## config.mk

```make
export PLATFORM = sky130hd
export DESIGN_NAME = mem_sync_flat
export DESIGN_NICKNAME = d
export VERILOG_FILES = /design/src/rtl/mem_sync_if.sv /design/src/rtl/mem_sync.sv /design/src/flat_wrapper.sv
export SDC_FILE = /design/constraint.sdc
export NUM_CORES = 1
export LEC_CHECK = 0
export ABC_AREA = 0
export CORE_MARGIN = 4
export CORE_UTILIZATION = 28
export DETAILED_ROUTE_END_ITERATION = 16
export PLACE_DENSITY = 0.4
export RECOVER_POWER = 25
export SYNTH_ARGS = -nofsm -noshare
export SYNTH_HDL_FRONTEND = slang
export SYNTH_SLANG_ARGS = --single-unit
```

## constraint.sdc

```tcl
create_clock -name clk -period 4.69 [get_ports clk]
set_clock_uncertainty 0.15 [all_clocks]
set_input_delay 0.938 -clock clk [delete_from_list [all_inputs] [get_ports clk]]
set_output_delay 0.938 -clock clk [all_outputs]
set_load 0.01 [all_outputs]
```

## src/rtl/mem_sync_if.sv

```systemverilog
// mem_sync_if: write/read/clear bus of the synchronous-read dual-port memory.
interface mem_sync_if #(
    parameter int ADDR_WIDTH = 4,
    parameter int DATA_WIDTH = 16
) ();
    logic                  clear_start;
    logic                  busy;
    logic                  write_en;
    logic [ADDR_WIDTH-1:0] write_addr;
    logic [DATA_WIDTH-1:0] write_data;
    logic                  read_en;
    logic [ADDR_WIDTH-1:0] read_addr;
    logic [DATA_WIDTH-1:0] read_data;
    logic                  read_valid;

    modport master (
        output clear_start, write_en, write_addr, write_data, read_en, read_addr,
        input  busy, read_data, read_valid
    );
    modport slave (
        input  clear_start, write_en, write_addr, write_data, read_en, read_addr,
        output busy, read_data, read_valid
    );
endinterface

```

## src/rtl/mem_sync.sv

```systemverilog
// mem_sync: simple dual-port memory with registered 1/2-cycle read, selectable
// read-during-write bypass and a clear sweep that runs after reset or on request.
module mem_sync #(
    parameter int                    ADDR_WIDTH   = 4,
    parameter int                    DATA_WIDTH   = 16,
    parameter int                    DEPTH        = 16,
    parameter int                    READ_LATENCY = 1,
    parameter int                    BYPASS       = 1,
    parameter logic [DATA_WIDTH-1:0] CLEAR_VALUE  = '0
) (
    input  logic      clk,
    input  logic      rst,
    mem_sync_if.slave bus_io
);
    localparam int IW = DEPTH > 1 ? $clog2(DEPTH) : 1;

    typedef enum logic {IDLE, CLEAR} state_e;

    state_e                state_q;
    logic [ADDR_WIDTH-1:0] clr_addr_q;
    logic [DATA_WIDTH-1:0] mem_q [DEPTH];
    logic [DATA_WIDTH-1:0] s1_data_q, rd_data_q, cap_d, out_data_d;
    logic                  s1_valid_q, rd_valid_q;
    logic                  wr_in_d, rd_in_d, wr_acc_d, rd_acc_d, out_valid_d, clr_last_d;

    assign wr_in_d     = {1'b0, bus_io.write_addr} < (ADDR_WIDTH+1)'(DEPTH);
    assign rd_in_d     = {1'b0, bus_io.read_addr} < (ADDR_WIDTH+1)'(DEPTH);
    assign wr_acc_d    = state_q == IDLE && bus_io.write_en && wr_in_d;
    assign rd_acc_d    = state_q == IDLE && bus_io.read_en;
    assign clr_last_d  = clr_addr_q == ADDR_WIDTH'(DEPTH - 1);
    // Out-of-range reads never see the array, so they cannot alias a real word.
    assign cap_d       = !rd_in_d ? CLEAR_VALUE :
                         (BYPASS != 0 && wr_acc_d && bus_io.write_addr == bus_io.read_addr) ?
                         bus_io.write_data : mem_q[bus_io.read_addr[IW-1:0]];
    assign out_valid_d = READ_LATENCY == 2 ? s1_valid_q : rd_acc_d;
    assign out_data_d  = READ_LATENCY == 2 ? s1_data_q : cap_d;

    always_ff @(posedge clk)
        if (state_q == CLEAR) mem_q[clr_addr_q[IW-1:0]] <= CLEAR_VALUE;
        else if (wr_acc_d) mem_q[bus_io.write_addr[IW-1:0]] <= bus_io.write_data;

    always_ff @(posedge clk or posedge rst)
        if (rst) begin
            state_q    <= CLEAR;
            clr_addr_q <= '0;
        end else if (state_q == CLEAR) begin
            clr_addr_q <= clr_addr_q + 1'b1;
            if (clr_last_d) state_q <= IDLE;
        end else if (bus_io.clear_start) begin
            state_q    <= CLEAR;
            clr_addr_q <= '0;
        end

    // Pipeline keeps draining during a clear, so in-flight reads still complete.
    always_ff @(posedge clk or posedge rst)
        if (rst) begin
            s1_valid_q <= 1'b0;
            s1_data_q  <= '0;
            rd_valid_q <= 1'b0;
            rd_data_q  <= '0;
        end else begin
            s1_valid_q <= rd_acc_d;
            if (rd_acc_d) s1_data_q <= cap_d;
            rd_valid_q <= out_valid_d;
            if (out_valid_d) rd_data_q <= out_data_d;
        end

    assign bus_io.busy       = state_q == CLEAR;
    assign bus_io.read_data  = rd_data_q;
    assign bus_io.read_valid = rd_valid_q;
endmodule
```

## src/flat_wrapper.sv

```systemverilog
// flat-port wrapper written by rule: the top's interface ports become plain ports
module mem_sync_flat 
#(
    parameter int                    ADDR_WIDTH   = 4,
    parameter int                    DATA_WIDTH   = 16,
    parameter int                    DEPTH        = 16,
    parameter int                    READ_LATENCY = 1,
    parameter int                    BYPASS       = 1,
    parameter logic [DATA_WIDTH-1:0] CLEAR_VALUE  = '0
)
  (clk, rst, bus_io_clear_start, bus_io_write_en, bus_io_write_addr, bus_io_write_data, bus_io_read_en, bus_io_read_addr, bus_io_busy, bus_io_read_data, bus_io_read_valid);
  mem_sync_if #(.ADDR_WIDTH(ADDR_WIDTH), .DATA_WIDTH(DATA_WIDTH)) bus_io_i ();
  input  logic clk;
  input  logic rst;
  input wire logic [$bits(bus_io_i.clear_start)-1:0] bus_io_clear_start;
  input wire logic [$bits(bus_io_i.write_en)-1:0] bus_io_write_en;
  input wire logic [$bits(bus_io_i.write_addr)-1:0] bus_io_write_addr;
  input wire logic [$bits(bus_io_i.write_data)-1:0] bus_io_write_data;
  input wire logic [$bits(bus_io_i.read_en)-1:0] bus_io_read_en;
  input wire logic [$bits(bus_io_i.read_addr)-1:0] bus_io_read_addr;
  output wire logic [$bits(bus_io_i.busy)-1:0] bus_io_busy;
  output wire logic [$bits(bus_io_i.read_data)-1:0] bus_io_read_data;
  output wire logic [$bits(bus_io_i.read_valid)-1:0] bus_io_read_valid;
  assign bus_io_i.clear_start = bus_io_clear_start;
  assign bus_io_i.write_en = bus_io_write_en;
  assign bus_io_i.write_addr = bus_io_write_addr;
  assign bus_io_i.write_data = bus_io_write_data;
  assign bus_io_i.read_en = bus_io_read_en;
  assign bus_io_i.read_addr = bus_io_read_addr;
  assign bus_io_busy = bus_io_i.busy;
  assign bus_io_read_data = bus_io_i.read_data;
  assign bus_io_read_valid = bus_io_i.read_valid;
  mem_sync #(.ADDR_WIDTH(ADDR_WIDTH), .DATA_WIDTH(DATA_WIDTH), .DEPTH(DEPTH), .READ_LATENCY(READ_LATENCY), .BYPASS(BYPASS), .CLEAR_VALUE(CLEAR_VALUE)) u_core (.clk(clk), .rst(rst), .bus_io(bus_io_i));
endmodule
```

==> results.ini, run 1 <==
[route]
post-route-drc-count = 0
drt-total-wl_um = 27200
drt_iter0_markers = 306
detail-route-antenna-nets = 0
wl_per_cell_um = 23.4
viasPerCell = 4.74
first_pass_iters = 4
vias = 5510

[clock_network]
cts-root-buf = clkbuf_16
clk-insertion-delay-late_ns = 0.55
cts.sinks = 278
cts_tree = built
post_cts.repair.setup_buffers = 0
clk_pin_slew_ns = 0.06
cts-resized-gates = 0
numCtsBuffers = 30
holdBufCountCts = 0
htreeDepth = 1
cts_buffer_depth = 3

[setup_path]
critPathRequiredTime_ns = 4.68
arrival_ns = 3.78
r2r_cells = 4
path_class = in -> reg
critical-path-top-delay-family = buffers and inverters
path_buf_inv = 2
crit-reg2reg-launch = u_core.bus_io.busy
crit_chain = dlygate4sd3_1 > nor2b_1 > a31oi_1 > nor2_2 > clkbuf_1
crit_fanout = 16
cpMaxStageDelayCell = clkbuf_1
start_kind = primary input
rrSetupSlack_ns = 1.36
worst_path_largest_cell_delay_ns = 0.99
r2r-end = u_core.mem_q[10][9]
endpoint_kind = flip-flop

[grt]
gr-usage-met1_pct = 18.3
grt_pass1_wl_um = 40600
top_usage_layer = met2
grt_antenna_before_repair = 0
met3_usage_pct = 1.75
grtUsageTotal_pct = 12.9
gr-total-overflow = 0
grt_pass1_vias = 5915
grt_max_degree = 61
use_met2_pct = 21.5

[yosys]
synth_area_leaders = edfxtp_1 70%, mux4_2 13%, dfrtp_1 4.8%
avgSynthCellArea_um2 = 19.7
netlist_instances = 560
ys_top_cells_by_count = 256 x edfxtp_1, 64 x mux4_2, 36 x nor2_1
yosysTopAreaCell = edfxtp_1
synth_seq_cells = 278
synth_edf_count = 256
synth_top_area_share_pct = 69.6
ys_async_sr_fraction_pct = 7.91
yosys.cell_types.count = 35
yosysWarnings = 0
ys.flop_type = edfxtp_1
synthMostInstantiatedCell = edfxtp_1
syn_area_um2 = 11000
syn_nets = 590
yosysSeqAreaShare_pct = 74.6

[floorplan]
rows = 72
die_area_um2 = 42700
io_pins = 47
die_w_um = 207
coreArea_um2 = 38800
fp.dieH_um = 207
initial_core_util_pct = 28.4

[power]
powerDensity_nw_per_um2 = 529
vdd_drop_max_mv = 0.237
leakage_uw = 0.00433

[hold_path]
whs_path_depth = 2
hp-start = u_core.bus_io.read_data[11]
hold_class = reg -> reg
hold_path_end = u_core.bus_io.read_data[11]

[sta]
finalHoldViolCount = 0
maxSlewViolCount = 0
period_share_pct = 80.8
fmax_mhz = 264
final.min_clock_period_ns = 3.79
whs_ns = 0.342
timing.setup.tns_ns = 0
setup-violations-final = 0
rsz0062_at_grt = false
worstMarginPinSlew_ns = 1.35
slew_headroom_pct = 10.2

[placed_design]
placed_area_um2 = 12100
hpwl_um = 17600
place_congestion = 0.783
port_buffers = 46

[layout]
multi_input_area_um2 = 2640
final_util_pct = 33.7
n_antenna_cell = 0
fillers = 3676
nNetsFinal = 654
synthToLayoutAreaGrowth_pct = 18.5
layout-drive-gt1-share_pct = 23.3
final_area_um2 = 13100
regArea_um2 = 8240

[flow_run]
drv_cap = 0

[run_status]
outcome = finished clean

## how the worst max path moves through the flow
stage,to,slack (ns),depth (start not counted),from
floorplan,u_core.mem_q[4][0],1.83,5,bus_io_write_en
global placement,u_core.mem_q[2][5],1.05,4,bus_io_write_en
detailed placement,u_core.bus_io.read_data[13],1.0,6,bus_io_write_en
CTS,u_core.bus_io.read_data[13],1.58,6,bus_io_write_en
global route,u_core.mem_q[10][9],0.71,5,bus_io_write_en
finish,u_core.mem_q[10][9],0.90,5,bus_io_write_en
## cell type report
| type | instances | share of cell area, % |
|---|---|---|
| timing repair buffer | 64 | 4.44 |
| multi-input combinational | 245 | 20.2 |
| clock buffer | 43 | 6.58 |
| sequential | 278 | 63.0 |
| inverter | 5 | 0.143 |
| clock inverter | 10 | 0.755 |
| tap | 518 | 4.95 |
## tightest hold or removal path, stage by stage (launching register included)
cell and delay (ns):
dfrtp_1 0.34, nand2_1 0.05, o211ai_1 0.07
## per-stage QoR
| step | cells | total power, µW | setup slack, ns |
|---|---|---|---|
| final | 1163 | 6930 | 0.901 |
| after global routing | 1163 | 7270 | 0.715 |
| after CTS | 1163 | 7080 | 1.58 |
| after detailed placement | 1110 | 4770 | 0.996 |
| after global placement | 1110 | 4720 | 1.05 |
| after floorplan | 560 | 4130 | 1.83 |
## per-layer routing
layer	share of wire [%]	wire, µm
met4	1.4	374
met3	3.9	1060
met5	0	0
met1	46	12600
met2	48	13200
## placed cells by master (no fill, tap or decap), types with 4 or more instances in the layout
| cell type | count |
|---|---|
| mux4_2 | 64 |
| buf_4 | 17 |
| xor2_1 | 6 |
| o211ai_2 | 9 |
| nand2_1 | 20 |
| o211ai_1 | 7 |
| dfrtp_1 | 21 |
| clkinv_2 | 4 |
| edfxtp_1 | 256 |
| dlygate4sd3_1 | 20 |
| and2_1 | 11 |
| a22o_1 | 32 |
| nor2_1 | 20 |
| and2_0 | 6 |
| nand3_1 | 17 |
| inv_1 | 5 |
| nor2_2 | 16 |
| clkbuf_1 | 10 |
| clkbuf_8 | 4 |
| clkbuf_16 | 31 |
| clkdlybuf4s50_1 | 24 |
| nor2b_1 | 7 |
| a31oi_1 | 5 |
## flip-flops by register name, summed over array words and instances, names as in the netlist
name and cells:
u_core.bus_io.busy 1, u_core.clr_addr_q 4, u_core.mem_q 256, u_core.bus_io.read_valid 1, u_core.bus_io.read_data 16
## cells by family (layout without fill, tap and decap cells)
family	Yosys count	in the layout	synth area share [%]
flip-flops	278	278	74.6
AND/OR/NAND/NOR	109	109	4.77
multiplexers	65	65	13.1
AO/OA/AOI/OAI	63	63	4.95
buffers and inverters	37	122	1.84
XOR/XNOR	7	7	0.555
adder cells (fa/ha/maj)	1	1	0.113
## report_power, final
| part | internal, µW | switching, µW | leakage (µW) | total (µW) |
|---|---|---|---|---|
| sequential | 3270 | 178 | 0.00267 | 3450 |
| combinational | 451 | 749 | 0.00119 | 1200 |
| clock | 1370 | 906 | 0.000469 | 2280 |
| total | 5090 | 1830 | 0.00433 | 6930 |
No activity file was read; power rests on OpenSTA's default activity.
==> inputs of run 2 (changes only) <==
==> constraint.sdc (replaced) <==
create_clock -name clk -period 3.53 [get_ports clk]
set_clock_uncertainty 0.15 [all_clocks]
set_input_delay 0.706 -clock clk [delete_from_list [all_inputs] [get_ports clk]]
set_output_delay 0.706 -clock clk [all_outputs]
set_load 0.01 [all_outputs]
==> run 2 against run 1 <==
  * Flip-flop and latch count did not move
  * Sequential share of layout area fell by 1.6 points
  * Critical endpoint is now bus_io_busy
  * Non-clock buffer count rose by 33
  * Critical path type is now reg -> out
  * Via count rose by 3.1%
  * Power rose by 36%
  * Design area rose by 2.6%
  * Largest cell class unchanged
  * Register-to-register slack got worse by 0.41 ns
==> results.ini, run 2 (synthesis gave the netlist of run 1 again) <==
[run_status]
outcome = finished clean

[grt]
grt_pass1_wl_um = 43300  ; +6.6%
grt_antenna_before_repair = 2  ; +2
top_usage_layer = met2
gr-total-overflow = 0  ; unchanged
use_met2_pct = 23.9  ; +2.4 points
grtUsageTotal_pct = 13.9  ; +1.0 points
met3_usage_pct = 1.83  ; +0.078 points
grt_max_degree = 23  ; -62%
grt_pass1_vias = 6109  ; +3.3%
gr-usage-met1_pct = 19.1  ; +0.83 points

[sta]
final.min_clock_period_ns = 2.91
timing.setup.tns_ns = 0  ; unchanged
worstMarginPinSlew_ns = 1.03  ; -0.316 ns
finalHoldViolCount = 0  ; unchanged
setup-violations-final = 0  ; unchanged
fmax_mhz = 344
rsz0062_at_grt = false
maxSlewViolCount = 0  ; unchanged
period_share_pct = 82.4
slew_headroom_pct = 31.2  ; +21 points

[floorplan]
initial_core_util_pct = 28.4  ; unchanged
die_w_um = 207  ; unchanged
fp.dieH_um = 207  ; unchanged
die_area_um2 = 42700  ; unchanged
io_pins = 47  ; unchanged
rows = 72  ; unchanged
coreArea_um2 = 38800  ; unchanged

[setup_path]
cpMaxStageDelayCell = dfstp_1
path_buf_inv = 1  ; -1
path_class = reg -> out
crit_chain = clkdlybuf4s50_1
start_kind = flip-flop
critPathRequiredTime_ns = 2.67  ; -2.01 ns
crit_fanout = 18  ; +2
endpoint_kind = primary output
rrSetupSlack_ns = 0.95  ; -0.41 ns
worst_path_largest_cell_delay_ns = 0.86  ; -0.13 ns
critical-path-top-delay-family = flip-flops
arrival_ns = 2.05  ; -1.73 ns

[clock_network]
cts_tree = built
cts-resized-gates = 0  ; unchanged
cts-root-buf = clkbuf_16
cts.sinks = 278  ; unchanged
post_cts.repair.setup_buffers = 0  ; unchanged
cts_buffer_depth = 3  ; unchanged
clk-insertion-delay-late_ns = 0.54  ; about the same
holdBufCountCts = 0  ; unchanged
clk_pin_slew_ns = 0.06  ; about the same
numCtsBuffers = 30  ; unchanged
htreeDepth = 1  ; unchanged

[layout]
fillers = 3637  ; -1.1%
nNetsFinal = 687  ; +5.0%
final_util_pct = 34.6  ; +0.87 points
largest_reg_flops = 256  ; unchanged
synthToLayoutAreaGrowth_pct = 21.6
layout-drive-gt1-share_pct = 26.0  ; +2.7 points
layout_commonest_cell = edfxtp_1
n_antenna_cell = 0  ; unchanged
final_cell_mix = 256 x edfxtp_1, 64 x mux4_2, 42 x clkdlybuf4s50_1

[route]
drt-total-wl_um = 29600  ; +8.6%
wl_per_cell_um = 24.7  ; +5.3%
viasPerCell = 4.74  ; about the same
drt_iter0_markers = 454  ; +48%
post-route-drc-count = 0  ; unchanged
vias = 5679  ; +3.1%
detail-route-antenna-nets = 0  ; unchanged
first_pass_iters = 5  ; +1

[placed_design]
hpwl_um = 19500  ; +11%
port_buffers = 46  ; unchanged
place_congestion = 0.786  ; +0.36%

[flow_run]
drv_cap = 0  ; unchanged

[power]
leakage_uw = 0.00447  ; +3.4%
powerDensity_nw_per_um2 = 704  ; +33%
vdd_drop_max_mv = 0.257  ; +8.8%

[hold_path]
hold_class = reg -> reg

[run 2: changes by cell type in the layout (fill, tap and decap cells not counted), sizes merged]
| cell | change |
|---|---|
| clkinv | +4 |
| bufinv | +1 |
| clkdlybuf4s50 | +18 |
| dlygate4sd3 | -18 |
| clkbuf | +5 |
| buf | +26 |
[run 2: path summary, 6_finish.rpt]
path                                          endpoint  cells past startpoint                  startpoint
setup / recovery                           bus_io_busy                      1          u_core.bus_io.busy
hold / removal              u_core.bus_io.read_data[5]                      2  u_core.bus_io.read_data[5]
setup reg to reg                    u_core.mem_q[7][0]                      5          u_core.bus_io.busy
hold reg to reg             u_core.bus_io.read_data[5]                      2  u_core.bus_io.read_data[5]
max in group asynchronous  u_core.bus_io.read_data[13]                      2                         rst
min in group asynchronous   u_core.bus_io.read_data[9]                      2                         rst
[run 2: area by class of cell]
type | instances | area (µm²) | share of cell area (%)
timing repair buffer | 97 | 902 | 6.72
sequential | 278 | 8240 | 61.4
multi-input combinational | 245 | 2640 | 19.7
tap | 518 | 648 | 4.83
clock buffer | 41 | 823 | 6.13
inverter | 5 | 18.8 | 0.140
clock inverter | 15 | 151 | 1.13
[run 2: report_power, final]
group | internal [µW] | leakage (µW) | switching [µW]
clock network | 1840 | 0.000476 | 1240
logic | 722 | 0.00133 | 1060
registers | 4340 | 0.00267 | 237
total | 6910 | 0.00447 | 2540
[run 2: metal layers]
metal	part of all wire, %	vias up
li1	-	2487
met3	4.2	32
met4	1.6	0
met2	50	131
met5	0	-
met1	44	3029
[run 2: stage by stage]
stage	area [µm²]	setup WS (ns)	std cells	power (µW)	hold slack, ns
after floorplan	11000	0.903	560	5490	0.356
after global placement	12500	0.532	1143	6410	0.329
after detailed placement	12500	0.431	1143	6470	0.323
after CTS	13500	0.768	1199	9600	0.352
after global routing	13400	0.525	1199	9890	0.374
final	13400	0.620	1199	9450	0.350
